## config.mk

```make
export PLATFORM = sky130hd
export DESIGN_NAME = axi_mm_responder
export DESIGN_NICKNAME = d
export VERILOG_FILES = /design/src/rtl/axi_mm_pkg.sv /design/src/rtl/sync_fifo.sv /design/src/rtl/axi_mm_responder.sv
export SDC_FILE = /design/constraint.sdc
export NUM_CORES = 1
export LEC_CHECK = 0
export ABC_AREA = 1
export ABC_CLOCK_PERIOD_IN_PS = 11010
export BUFFER_PORTS_ARGS = -buffer_cell sky130_fd_sc_hd__buf_2
export CORE_UTILIZATION = 35
export CTS_CLUSTER_DIAMETER = 150
export DETAILED_ROUTE_END_ITERATION = 12
export GPL_TIMING_DRIVEN = 0
export HOLD_SLACK_MARGIN = 0.12
export PLACE_DENSITY_LB_ADDON = 0.12
export SYNTH_ARGS = -nofsm -noshare
export SYNTH_HDL_FRONTEND = slang
export SYNTH_SLANG_ARGS = --single-unit
```

## constraint.sdc

```tcl
create_clock -name FPGA_CLK1_50 -period 11.01 [get_ports FPGA_CLK1_50]
set_clock_uncertainty 0.05 [all_clocks]
set_input_delay 2.202 -clock FPGA_CLK1_50 [delete_from_list [all_inputs] [get_ports FPGA_CLK1_50]]
set_output_delay 2.202 -clock FPGA_CLK1_50 [all_outputs]
set_load 0.01 [all_outputs]
```

## src/rtl/axi_mm_pkg.sv

```systemverilog
// Shared definitions for the HPS-facing register/pixel responder: register offsets,
// STATUS/CTRL bit positions, the default ID constant and the pixel FIFO entry layout.
package axi_mm_pkg;

    localparam logic [31:0] ID_VALUE_DEFAULT = 32'h4C50_4A01;

    localparam logic [2:0] REG_ID         = 3'd0;
    localparam logic [2:0] REG_CTRL       = 3'd1;
    localparam logic [2:0] REG_BGCOLOR    = 3'd2;
    localparam logic [2:0] REG_STATUS     = 3'd3;
    localparam logic [2:0] REG_FRAMECOUNT = 3'd4;
    localparam logic [2:0] REG_SCRATCH    = 3'd5;

    localparam int CTRL_ENABLE_BIT  = 0;
    localparam int CTRL_TESTPAT_BIT = 1;

    localparam int STATUS_HPD_BIT   = 0;
    localparam int STATUS_EMPTY_BIT = 1;
    localparam int STATUS_FULL_BIT  = 2;
    localparam int STATUS_LEVEL_LSB = 4;
    localparam int STATUS_LEVEL_W   = 7;

    typedef struct packed {
        logic [17:0] addr;
        logic [23:0] data;
    } fifo_entry_t;

    localparam int FIFO_ENTRY_W = $bits(fifo_entry_t);

endpackage

```

## src/rtl/sync_fifo.sv

```systemverilog
// Single-clock show-ahead FIFO; pointers and level reset, storage does not.
module sync_fifo #(
    parameter int DEPTH = 16,
    parameter int WIDTH = 42,
    localparam int AW   = $clog2(DEPTH),
    localparam int LW   = AW + 1
) (
    input  logic             clk_i,
    input  logic             rst_i,
    input  logic             push_i,
    input  logic [WIDTH-1:0] wdata_i,
    input  logic             pop_i,
    output logic [WIDTH-1:0] rdata_o,
    output logic             full_o,
    output logic             empty_o,
    output logic [LW-1:0]    level_o
);

    logic [WIDTH-1:0] mem [DEPTH];
    logic [AW-1:0]    wr_ptr_q, wr_ptr_d;
    logic [AW-1:0]    rd_ptr_q, rd_ptr_d;
    logic [LW-1:0]    level_q, level_d;
    logic             do_push, do_pop;

    assign full_o  = (level_q == LW'(DEPTH));
    assign empty_o = (level_q == '0);
    assign level_o = level_q;
    assign rdata_o = mem[rd_ptr_q];
    assign do_push = push_i & ~full_o;
    assign do_pop  = pop_i & ~empty_o;

    always_comb begin
        wr_ptr_d = wr_ptr_q;
        rd_ptr_d = rd_ptr_q;
        level_d  = level_q;
        if (do_push) wr_ptr_d = wr_ptr_q + AW'(1);
        if (do_pop)  rd_ptr_d = rd_ptr_q + AW'(1);
        case ({do_push, do_pop})
            2'b10:   level_d = level_q + LW'(1);
            2'b01:   level_d = level_q - LW'(1);
            default: level_d = level_q;
        endcase
    end

    always_ff @(posedge clk_i or posedge rst_i) begin
        if (rst_i) begin
            wr_ptr_q <= '0;
            rd_ptr_q <= '0;
            level_q  <= '0;
        end else begin
            wr_ptr_q <= wr_ptr_d;
            rd_ptr_q <= rd_ptr_d;
            level_q  <= level_d;
        end
    end

    always_ff @(posedge clk_i) begin
        if (do_push) mem[wr_ptr_q] <= wdata_i;
    end

endmodule

```

## src/rtl/axi_mm_responder.sv

```systemverilog
// HPS bridge responder: small register file plus a pixel window that queues
// framebuffer writes through a FIFO, stalling the initiator only when it is full.
module axi_mm_responder
    import axi_mm_pkg::*;
#(
    parameter int          FIFO_DEPTH = 16,
    parameter logic [31:0] ID_VALUE   = ID_VALUE_DEFAULT
) (
    input  logic        FPGA_CLK1_50,
    input  logic        Reset,
    input  logic [18:0] AXI_Address,
    input  logic        AXI_Read,
    input  logic        AXI_Write,
    input  logic [31:0] AXI_WriteData,
    output logic [31:0] AXI_ReadData,
    output logic        AXI_ReadDataValid,
    output logic        AXI_WaitRequest,
    input  logic        ADV_HPD,
    input  logic        VSync_Pulse,
    output logic        Ctrl_Enable,
    output logic        Ctrl_TestPattern,
    output logic [23:0] Ctrl_BgColor,
    output logic [17:0] FB_WrAddr,
    output logic [23:0] FB_WrData,
    output logic        FB_WrValid,
    input  logic        FB_WrReady
);

    localparam int LW = $clog2(FIFO_DEPTH) + 1;

    logic [1:0]  ctrl_q, ctrl_d;
    logic [23:0] bgcolor_q, bgcolor_d;
    logic [31:0] scratch_q, scratch_d;
    logic [31:0] framecount_q, framecount_d;
    logic [31:0] rd_data_q, rd_data_d;
    logic        rd_valid_q, rd_valid_d;
    logic        hpd_meta_q, hpd_sync_q;

    logic        fifo_full, fifo_empty;
    logic [LW-1:0] fifo_level;
    logic [STATUS_LEVEL_W-1:0] level_ext;
    fifo_entry_t push_entry, head_entry;
    logic        wr_acc, rd_acc, reg_wr, push;
    logic [31:0] status, rd_mux;

    assign AXI_WaitRequest = AXI_Write & AXI_Address[18] & fifo_full;
    assign wr_acc     = AXI_Write & ~AXI_WaitRequest;
    assign rd_acc     = AXI_Read & ~AXI_Write;
    assign reg_wr     = wr_acc & ~AXI_Address[18];
    assign push       = wr_acc & AXI_Address[18];
    assign push_entry = '{addr: AXI_Address[17:0], data: AXI_WriteData[23:0]};
    assign level_ext  = STATUS_LEVEL_W'(fifo_level);

    sync_fifo #(
        .DEPTH (FIFO_DEPTH),
        .WIDTH (FIFO_ENTRY_W)
    ) u_fifo (
        .clk_i   (FPGA_CLK1_50),
        .rst_i   (Reset),
        .push_i  (push),
        .wdata_i (push_entry),
        .pop_i   (FB_WrReady),
        .rdata_o (head_entry),
        .full_o  (fifo_full),
        .empty_o (fifo_empty),
        .level_o (fifo_level)
    );

    always_comb begin
        status = '0;
        status[STATUS_HPD_BIT]   = hpd_sync_q;
        status[STATUS_EMPTY_BIT] = fifo_empty;
        status[STATUS_FULL_BIT]  = fifo_full;
        status[STATUS_LEVEL_LSB +: STATUS_LEVEL_W] = level_ext;

        rd_mux = '0;
        if (!AXI_Address[18]) begin
            case (AXI_Address[2:0])
                REG_ID:         rd_mux = ID_VALUE;
                REG_CTRL:       rd_mux = {30'd0, ctrl_q};
                REG_BGCOLOR:    rd_mux = {8'd0, bgcolor_q};
                REG_STATUS:     rd_mux = status;
                REG_FRAMECOUNT: rd_mux = framecount_q;
                REG_SCRATCH:    rd_mux = scratch_q;
                default:        rd_mux = '0;
            endcase
        end
    end

    always_comb begin
        ctrl_d       = ctrl_q;
        bgcolor_d    = bgcolor_q;
        scratch_d    = scratch_q;
        framecount_d = framecount_q;
        rd_data_d    = rd_data_q;
        rd_valid_d   = rd_acc;

        if (rd_acc) rd_data_d = rd_mux;
        if (VSync_Pulse) framecount_d = framecount_q + 32'd1;

        // The FRAMECOUNT clear is applied last so it overrides a coincident VSync.
        if (reg_wr) begin
            case (AXI_Address[2:0])
                REG_CTRL:       ctrl_d       = AXI_WriteData[1:0];
                REG_BGCOLOR:    bgcolor_d    = AXI_WriteData[23:0];
                REG_FRAMECOUNT: framecount_d = '0;
                REG_SCRATCH:    scratch_d    = AXI_WriteData;
                default:        ;
            endcase
        end
    end

    always_ff @(posedge FPGA_CLK1_50 or posedge Reset) begin
        if (Reset) begin
            ctrl_q       <= '0;
            bgcolor_q    <= '0;
            scratch_q    <= '0;
            framecount_q <= '0;
            rd_data_q    <= '0;
            rd_valid_q   <= 1'b0;
            hpd_meta_q   <= 1'b0;
            hpd_sync_q   <= 1'b0;
        end else begin
            ctrl_q       <= ctrl_d;
            bgcolor_q    <= bgcolor_d;
            scratch_q    <= scratch_d;
            framecount_q <= framecount_d;
            rd_data_q    <= rd_data_d;
            rd_valid_q   <= rd_valid_d;
            hpd_meta_q   <= ADV_HPD;
            hpd_sync_q   <= hpd_meta_q;
        end
    end

    assign AXI_ReadData      = rd_data_q;
    assign AXI_ReadDataValid = rd_valid_q;
    assign Ctrl_Enable       = ctrl_q[CTRL_ENABLE_BIT];
    assign Ctrl_TestPattern  = ctrl_q[CTRL_TESTPAT_BIT];
    assign Ctrl_BgColor      = bgcolor_q;
    assign FB_WrValid        = ~fifo_empty;
    assign FB_WrAddr         = head_entry.addr;
    assign FB_WrData         = head_entry.data;

endmodule

```

# After elaboration in Yosys (flattened, before gate mapping)
# Memory sizes are Yosys's and may differ from the RTL's.
# Index checks and enable logic that the tools add are counted.
# totals
elab_cells,52
regBits,138
n_memories,1
ramBits,672
# op_classes
add_sub_neg,5
eq_ne,8
n_bitwise,13
reduce_logical,6
muxes,8
# mem_list
memory,depth,word_bits,read_ports,rd_clocked_by_memory_dff,write_ports,line,rtl
u_fifo.mem,16,42,1,0,1,sync_fifo.sv:19,logic [WIDTH-1:0] mem [DEPTH];
# ops
cell,n
case mux 32 bit (6 select lines),1
2-to-1 mux 32 bit,4
"adder 32 x 1 -> 32 bit, second input constant",1
case mux 5 bit (2 select lines),1
"adder 4 x 1 -> 4 bit, second input constant",2
AND 1 bit,8
"== test 3 x 2 -> 1 bit, second input constant",2
"== test 3 bit, second input constant",2
AND reduction 2 bit,3
"adder 5 x 1 -> 5 bit, second input constant",1
"== test 5 bit, second input constant",1
logical NOT 5 bit,1
NOT 1 bit,5
"subtractor 5 x 1 -> 5 bit, second input constant",1
"== test 3 x 1 -> 1 bit, second input constant",1
logical NOT 3 bit,1
"== test 2 x 1 -> 1 bit, second input constant",1
"== test 2 bit, second input constant",1
2-to-1 mux 1 bit,2
nonzero test 2 bit,1

# Longest topological paths before layout
# depth
depth_word,8
depth_mapped,14
depth_no_buf,14

# Cells and area by module
# From an unflattened synthesis, not the netlist that was laid out.
# unflattened
hier_cells,3446
area_unflattened_um2,34855.9
# modules_own_cells
module,area_each_um2,cells_per_inst,instances
sync_fifo,28905.2,2738,1
axi_mm_responder,5950.7,708,1

# Worst setup path after synthesis
# OpenSTA, ideal clock, no wires.
# synth_timing
kind,input to register
start,input port AXI_Write
end,"memory u_fifo.mem[11][0], enable pin"
slack_ps,6097
t_required_ps,10519
cell_stages,6
arrival_ps,4422
n_path_buf,0
setup_time_ps,441
path_cell_list,nand2_1 > inv_1 > nand2_1 > inv_2 > nand3_1 > nor2_1
# synth_via
elab_chain_cells,8
# synth_rtl
item,line,rtl
from (decl),axi_mm_responder.sv:13,"input logic AXI_Write,"
AND 1 bit (2 in a row),axi_mm_responder.sv:46,assign AXI_WaitRequest = AXI_Write & AXI_Address[18] & fifo_full;
NOT 1 bit,axi_mm_responder.sv:47,assign wr_acc = AXI_Write & ~AXI_WaitRequest;
AND 1 bit *,axi_mm_responder.sv:47,
AND 1 bit *,axi_mm_responder.sv:50,assign push = wr_acc & AXI_Address[18];
AND 1 bit *,sync_fifo.sv:29,assign do_push = push_i & ~full_o;
2-to-1 mux 1 bit *,sync_fifo.sv:58,if (do_push) mem[wr_ptr_q] <= wdata_i;
2-to-1 mux 1 bit (not written as such) *,sync_fifo.sv:58,
to (decl),sync_fifo.sv:19,
# Every way passes the cells marked *; elsewhere a longest branch is shown, timed or not.

# Final worst setup path
# layout_timing
start,register u_fifo.rd_ptr_q[2]
end,output port FB_WrData[0]
# layout_via
elab_chain_cells,1
# layout_rtl
item,line,rtl
from (decl),sync_fifo.sv:21,"logic [AW-1:0] rd_ptr_q, rd_ptr_d;"
from (signal assigned),sync_fifo.sv:52,rd_ptr_q <= rd_ptr_d;
memory read (16 x 42 bit),--,
to (decl),axi_mm_responder.sv:24,"output logic [23:0] FB_WrData,"
# Every way passes these cells.

==> impl_metrics.ini <==
[outcome]
outcome = finished, final reports clean

[timing]
max_slew.worst_pin.slew_ps = 1243
hold_ws_ps = 298.3
period_minus_slack_ps = 5708
post-route-period-util = 0.5184
rsz0062_at_grt = no
setup-violations-final = 0
worst_slack_ps = 5302
fin_setup_tns_ps = 0
fmax_ghz = 0.1752
slew_violations = 0
hold_viol_final = 0
max_slew_margin = 0.1711

[floorplan]
die_w_um = 309.1
initial_core_util = 0.3537
coreArea_um2 = 93330
rows = 112
die_h_um = 309.1
io_pins = 161
dieArea_um2 = 95540

[clock_tree]
hold_buffers = 0
post_cts_buffers = 0
cts_buffer_depth = 3
cts_buffers = 90
htree_levels = 3
cts.sinks = 810
root_buffer = clkbuf_16
cts.clk_slew.worst_paths_ps = 60
clock_latency_ps = 650
cts_tree = yes
post_cts_resized = 0

[grt]
antenna_found_initial = 3
grt_pass1_vias = 22980
grt_usage = 0.2394
grt_max_degree = 93
overflow = 0
grt_pass1_wl_mm = 162.6

[placed_design]
dp_hpwl_mm = 75.06
place_ws_ps = 6028
placed_area_um2 = 36190
gp_congestion = 0.8322
io_buffer_count = 160

[setup_path]
worstSetupPathType = reg2out
path_cells = buf_2 > clkbuf_1 > clkbuf_1 > o211ai_1 > nand3_1 > nand2_1 > buf_2
cp_slowest_cell = clkbuf_1
worstSetupEndpointType = output port
path_buf_inv = 4
path_max_fanout = 10
max_stage_delay_ps = 750
worst-endpoint-required_ps = 8760
start_kind = register
arrival_ps = 3460
cp_top_family = buffers and inverters

[detailed_routing]
routed_wl_mm = 114.0
firstDrtPassIters = 5
viasPerCell = 5.235
drt-initial-drc-count = 2042
wl_per_cell_um = 26.14
num_vias = 22830
drc = 0
ant_nets = 0

[synth]
synth_warnings = 0
synthCells = 2747
synth_area_per_cell_um2 = 12.02
syn_nets = 2815
synth_top_cell_by_area = edfxtp_1
synth_seq_area_share = 0.7160
synth_area_leaders = edfxtp_1, dfrtp_1, nor2_1, o21ai_0, o211ai_1
ys_seq_elements = 810
synth_top_area_frac = 0.6114
yosysUniqueCellTypes = 40
syn_area_um2 = 33010

[layout]
fin_nets = 3099
final_cell_mix = edfxtp_1, nor2_1, o21ai_0, nand2_1, buf_2
drive_gt1_frac = 0.1395
layout_commonest_cell = edfxtp_1
post-route-cell-area_um2 = 39130
area_growth_pct = 18.54

[job]
drv_cap = 0

[worst_hold_path]
hold_class = reg2reg

[power_and_ir_drop]
p_leak_nw = 13.99
power_density_nw_per_um2 = 256.2
ir_worst_vdd_v = 0.0001363
-- flip-flops by register name, indices dropped and copies added (netlist names) --
register	cells
scratch_q	32
ctrl_q	2
u_fifo.level_o	5
framecount_q	32
hpd_sync_q	1
AXI_ReadData	32
u_fifo.mem	672
u_fifo.wr_ptr_q	4
hpd_meta_q	1
AXI_ReadDataValid	1
Ctrl_BgColor	24
u_fifo.rd_ptr_q	4
-- final cells by class --
cell class | instances | area (µm²)
Tap cell | 1254 | 1569
Sequential cell | 810 | 23630
Multi-Input combinational cell | 1648 | 8207
Clock buffer | 122 | 2537
Clock inverter | 44 | 396.6
Timing Repair Buffer | 192 | 1486
Buffer | 164 | 813.3
Antenna cell | 2 | 5.005
Inverter | 125 | 479.2
Fill cell | 8836 | 54200
-- metrics by stage --
| step | power [mW] | instances | util |
|---|---|---|---|
| finish | 10.03 | 4361 | 0.4192 |
| global route | 10.49 | 4360 | 0.4192 |
| CTS | 10.10 | 4359 | 0.4192 |
| detailed placement | 7.098 | 4193 | 0.3877 |
| global placement | 7.028 | 4161 | 0.3790 |
| floorplan | 5.507 | 2747 | - |
-- final timing paths --
check / start / cells after the start / slack, ps / endpoint
min: hpd_meta_q / 0 / 300 / hpd_sync_q
min in group asynchronous: Reset / 2 / 1550 / AXI_ReadDataValid
min reg2reg: hpd_meta_q / 0 / 300 / hpd_sync_q
max reg2reg: u_fifo.level_o[0] / 14 / 7750 / u_fifo.level_o[4]
max: u_fifo.rd_ptr_q[2] / 7 / 5300 / FB_WrData[0]
max in group asynchronous: Reset / 3 / 8460 / Ctrl_BgColor[18]
-- cells by family (layout without fill, tap and decap cells) --
| kind of cell | after synthesis | in the layout | synth area share |
|---|---|---|---|
| compound gates | 712 | 712 | 0.1233 |
| xor+xnor | 22 | 22 | 0.005838 |
| fa+ha+maj | 10 | 10 | 0.003791 |
| buf+inv | 289 | 647 | 0.03901 |
| flops | 810 | 810 | 0.7160 |
| mux | 17 | 17 | 0.006368 |
| other cells | 0 | 2 | 0 |
| simple gates | 887 | 887 | 0.1057 |
-- cells in the mapped netlist, drive strengths merged --
master	number
xnor2	5
a22o	8
o21bai	1
o2111ai	2
o221ai	3
nor4	1
inv	125
o21ai	459
a21oi	47
o211ai	169
clkbuf	83
or2	1
a21boi	1
edfxtp	672
nand3b	1
nor2	563
nand3	69
nand4	9
buf	81
dfrtp	138
nand2	238
mux2	17
ha	10
nor3	5
a211oi	1
o22ai	21
xor2	17
-- where the power goes --
part           switching, mW  internal [mW]
Sequential            0.0938           3.54
Clock                   1.26           1.76
Combinational           2.45          0.930
Total                   3.80           6.23
-- worst reg2reg max path, delay by kind of cell, from the launching register on --
family | cells | cell delay, ps
AND/OR/NAND/NOR | 8 | 1370
adder cells (fa/ha/maj) | 2 | 580
flip-flops | 1 | 440
buffers and inverters | 2 | 390
XOR/XNOR | 2 | 380
-- routing by layer --
| layer | wire length [µm] | vias to the layer above | part of all wire | track usage |
|---|---|---|---|---|
| met1 | 48470 | 11410 | 0.43 | 0.3118 |
| met3 | 6699 | 202 | 0.059 | 0.04152 |
| met4 | 3870 | 4 | 0.034 | 0.08059 |
| li1 | - | 10390 | - | - |
| met2 | 54930 | 829 | 0.48 | 0.4028 |
| met5 | 20 | - | 0.00018 | 0 |
Note: power is estimated with default switching activity, not from simulation.
